**src/rtl/dff_reg_arbiter.sv**
```systemverilog
// Round-robin arbiter that serialises NREQ requesters onto one shared WIDTH-bit
// register, with a hold timeout so no single owner can starve the others.
module dff_reg_arbiter #(
  parameter int NREQ     = 4,
  parameter int WIDTH    = 8,
  parameter int MAX_HOLD = 4
) (
  input  logic                      clk,
  input  logic                      reset,
  input  logic [NREQ-1:0]           req,
  input  logic [NREQ-1:0]           we,
  input  logic [NREQ*WIDTH-1:0]     wdata,
  output logic [NREQ-1:0]           gnt,
  output logic [WIDTH-1:0]          q,
  output logic [WIDTH-1:0]          qbar,
  output logic                      busy,
  output logic [$clog2(NREQ)-1:0]   owner,
  output logic                      timeout
);

  localparam int IDXW = $clog2(NREQ);
  localparam int CNTW = (MAX_HOLD > 1) ? $clog2(MAX_HOLD) : 1;
  localparam logic [CNTW-1:0] CNT_LAST = CNTW'(MAX_HOLD - 1);

  typedef enum logic {
    IDLE = 1'b0,
    OWN  = 1'b1
  } state_t;

  state_t          state;
  logic [IDXW-1:0] ptr;
  logic [CNTW-1:0] cnt;
  logic            armed;

  // Handshake: a requester holds req high until done; gnt is a registered
  // one-hot that appears the edge after req is sampled, and its write (we)
  // lands in q on every edge where it is granted, including its release edge.

  // Returns {found, index}; lowest circular offset from start wins.
  function automatic logic [IDXW:0] rr_pick(input logic [NREQ-1:0] cand,
                                            input logic [IDXW-1:0] start);
    logic [IDXW:0] res;
    int            idx;
    res = '0;
    for (int i = NREQ - 1; i >= 0; i--) begin
      idx = (int'(start) + i) % NREQ;
      if (cand[idx]) res = {1'b1, IDXW'(idx)};
    end
    return res;
  endfunction

  function automatic logic [NREQ-1:0] onehot(input logic [IDXW-1:0] idx);
    logic [NREQ-1:0] v;
    v      = '0;
    v[idx] = 1'b1;
    return v;
  endfunction

  logic [IDXW-1:0] next_ptr;
  logic            hold_last;
  logic            forced;
  logic            release_now;
  logic [NREQ-1:0] rel_cand;
  logic [IDXW:0]   idle_pick;
  logic [IDXW:0]   rel_pick;

  always_comb begin
    next_ptr    = (owner == IDXW'(NREQ - 1)) ? '0 : owner + 1'b1;
    hold_last   = (cnt == CNT_LAST);
    forced      = req[owner] && hold_last;
    release_now = !req[owner] || hold_last;
    rel_cand    = req;
    if (forced) rel_cand[owner] = 1'b0;
    idle_pick   = rr_pick(req, ptr);
    rel_pick    = rr_pick(rel_cand, next_ptr);
  end

  // armed keeps the first edge after reset release from issuing a grant.
  always_ff @(posedge clk or negedge reset) begin
    if (!reset) begin
      state   <= IDLE;
      ptr     <= '0;
      cnt     <= '0;
      armed   <= 1'b0;
      gnt     <= '0;
      owner   <= '0;
      timeout <= 1'b0;
      q       <= '0;
    end else begin
      armed   <= 1'b1;
      timeout <= 1'b0;
      case (state)
        IDLE: begin
          if (armed && idle_pick[IDXW]) begin
            state <= OWN;
            owner <= idle_pick[IDXW-1:0];
            gnt   <= onehot(idle_pick[IDXW-1:0]);
            cnt   <= '0;
          end
        end
        OWN: begin
          if (we[owner]) q <= wdata[owner*WIDTH +: WIDTH];
          if (release_now) begin
            ptr     <= next_ptr;
            cnt     <= '0;
            timeout <= forced;
            if (rel_pick[IDXW]) begin
              owner <= rel_pick[IDXW-1:0];
              gnt   <= onehot(rel_pick[IDXW-1:0]);
            end else begin
              state <= IDLE;
              owner <= '0;
              gnt   <= '0;
            end
          end else begin
            cnt <= cnt + 1'b1;
          end
        end
        default: state <= IDLE;
      endcase
    end
  end

  assign busy = (state == OWN);
  assign qbar = ~q;

  a_gnt_onehot: assert property (@(posedge clk) disable iff (!reset) $onehot0(gnt));
  a_busy_gnt:   assert property (@(posedge clk) disable iff (!reset) busy == (gnt != '0));

endmodule

```
**config.mk**
```make
export PLATFORM = sky130hd
export DESIGN_NAME = dff_reg_arbiter
export DESIGN_NICKNAME = d
export VERILOG_FILES = /design/src/rtl/dff_reg_arbiter.sv
export SDC_FILE = /design/constraint.sdc
export NUM_CORES = 1
export LEC_CHECK = 0
export CAP_MARGIN = 10
export CORE_MARGIN = 4
export CORE_UTILIZATION = 35
export CTS_CLUSTER_SIZE = 10
export DETAILED_ROUTE_END_ITERATION = 7
export DONT_BUFFER_PORTS = 1
export PLACE_DENSITY = 0.57
export RECOVER_POWER = 50
export SKIP_CTS_REPAIR_TIMING = 1
export SLEW_MARGIN = 10
export SYNTH_ARGS = -nofsm -noshare
export SYNTH_HDL_FRONTEND = slang
export SYNTH_SLANG_ARGS = --single-unit
```
**constraint.sdc**
```tcl
create_clock -name clk -period 5.05 [get_ports clk]
set_input_delay 0.7575 -clock clk [delete_from_list [all_inputs] [get_ports clk]]
set_output_delay 0.7575 -clock clk [all_outputs]
set_load 0.05 [all_outputs]
```
==> metrics.yaml <==
netlist.area_leader.share: 0.3339
die_h_um: 75.06
p_leak_nw: 0.6720
synth_area_leaders: "dfrtp_1 33%, mux4_2 13%, mux2_2 7.9%, ha_1 4.0%, inv_1 3.8%"
mostFrequentLayoutCell: "dfrtp_1"
synth_cell_types: 46
drc_errors: 0
grt.overflow.total: 0
dr.pass1.iters: 4
fmax_mhz: 374.1
grt_pass1_wl_um: 5727
routed_wl_um: 3824
sw_frac_of_total: 0.5633
p_clk_frac: 0.080
rsz0062_at_grt: "no"
num_rows: 24
numCtsBuffers: 3
drtIter0Drc: 56
worstMarginPinSlew_ns: 0.7552
hold_violations: 0
htree_num_levels: 1
grt_pass1_vias: 1263
path_clk_slew_ns: 0.08
layout_common_cells: "21 x dfrtp_1, 16 x inv_1, 11 x mux2_2, 10 x nand2_1, 9 x mux4_2"
grt_max_degree: 22
power_density_nw_per_um2: 813.0
dpl_worst_slack_ns: 2.368
antenna_cells: 0
synth_nets: 197
required_ns: 5.19
synth_top_cell_by_area: "dfrtp_1"
clock_skew_ns: 0.007512
power_switching_uw: 753.0
relSlewSlack: 0.4965
report.final.slew_viol_count: 0
viasPerCell: 6.020
hold_class: "in2async"
seq_area_frac_synth: 0.3339
gp_congestion: 0.8699
ys_warn_count: 0
synth_area_um2: 1574
irDropWorstVdd_v: 0.0002430
setup_violations: 0
die_width_um: 75.06
core_area_um2: 4354
ys_ff_latch: 21
clock_latency_ns: 0.26
antenna_found_initial: 0
synth_cells: 150
pwr-share-seq: 0.390
cap_violations: 0
syn_to_final_growth_pct: 4.452
ant_nets: 0
place_hpwl_um: 3135
start_util: 0.3615
internal_power_uw: 583.7
arrival_ns: 2.81
num_io_pins: 66
synth.avg_cell_area_um2: 10.49
combPwrFrac: 0.530
fin_ws_ns: 2.377
dieArea_um2: 5634
cts-root-buf: "clkbuf_8"
crit_type: "reg2reg"
cp_max_fo: 14
post-route-period-util: 0.5293
wl_per_cell_um: 19.12
fin_crit_ns: 2.673
fin_setup_tns_ns: 0
cts_tree: "yes"
cts_sinks: 21
grt.total_usage: 0.1334
dr_total_vias: 1204
port_buffers: 0
layout-drive-gt1-share: 0.2500
start_kind: "register"
outcome: "finished, final reports clean"
nets: 196
endpoint_kind: "register"
ctsLongestPathBuffers: 2
area by class of cell:
| type | count | area [µm²] |
|---|---|---|
| clock inverters | 1 | 5.005 |
| clock buffers | 3 | 41.29 |
| fillers | 429 | 2710 |
| inverters | 16 | 60.06 |
| flip-flops and latches | 21 | 525.5 |
| repair buffers | 2 | 15.01 |
| well taps | 52 | 65.06 |
| multi-input cells | 105 | 932.1 |
sequential cells by signal, indices dropped and copies added, names as in the netlist:
signal   flops
timeout      1
owner        2
cnt          2
q            8
armed        1
gnt          4
ptr          2
busy         1
stage by stage:
step | hold WS, ns | cell area (µm²) | power, mW | util | cells
floorplan | 0.4619 | 1574 | 1.140 | - | 150
global placement | 0.4625 | 1598 | 1.217 | 0.3670 | 196
detailed placement | 0.4625 | 1598 | 1.238 | 0.3670 | 196
CTS | 0.1744 | 1644 | 1.351 | 0.3776 | 200
global route | 0.1625 | 1644 | 1.436 | 0.3776 | 200
finish | 0.1838 | 1644 | 1.337 | 0.3776 | 200
power by group through the flow:
stage,sequential (mW),clock [mW],combinational [mW]
4_1_cts,0.525,0.113,0.713
3_5_place_dp,0.530,0,0.708
2_1_floorplan,0.495,0,0.645
6_report,0.521,0.107,0.708
5_1_grt,0.540,0.120,0.776
3_3_place_gp,0.527,0,0.690
metal layers:
layer	routed length, µm	track usage
met2	2041	0.2669
met4	10	0.01581
met3	387	0.03872
met5	0	0
met1	1385	0.1389
cells by family (layout without fill, tap and decap cells):
| family | count (synthesis) | count (layout) | synth area share |
|---|---|---|---|
| compound gates | 36 | 36 | 0.1717 |
| fa+ha+maj | 5 | 5 | 0.03975 |
| buf+inv | 24 | 22 | 0.07392 |
| flops | 21 | 21 | 0.3339 |
| mux | 24 | 24 | 0.2409 |
| other cells | 1 | 1 | 0.002382 |
| simple gates | 39 | 39 | 0.1375 |
critical path: stages (launching register included):
cell and delay, ns:
dfrtp_1 0.59, buf_4 0.33, ha_1 0.26, or2_2 0.34, o2111a_1 0.17, a21o_1 0.20
o2bb2ai_1 0.29, nor2_1 0.07, a221o_1 0.30
cell usage after synthesis (all sizes together):
master,instances
nor3,4
nand4bb,1
or4,1
inv,16
conb,1
dfrtp,21
a22o,1
nand2,10
nor2,6
a21boi,1
nor2b,2
o2bb2ai,2
o211ai,1
ha,5
clkbuf,1
a31oi,2
a221o,2
a21o,1
or2,2
o21ai,7
nand2b,4
o31ai,2
mux2i,3
nand3b,3
o2111a,1
nor4,3
o221ai,3
o21a,2
nand3,3
o22ai,3
buf,7
mux2,12
a21oi,7
o2111ai,1
mux4,9
path summary, 6_finish.rpt:
check	startpoint	end	slack, ns	cells after the start
setup / recovery	owner[0]	gnt[2]	2.38	8
hold / removal	reset	q[5]	0.18	0
setup reg to reg	owner[0]	gnt[2]	2.38	8
hold reg to reg	cnt[1]	cnt[1]	0.53	1
max in group asynchronous	reset	owner[0]	4.78	0
min in group clk	cnt[1]	cnt[1]	0.53	1
Note: power is estimated with default switching activity, not from simulation.
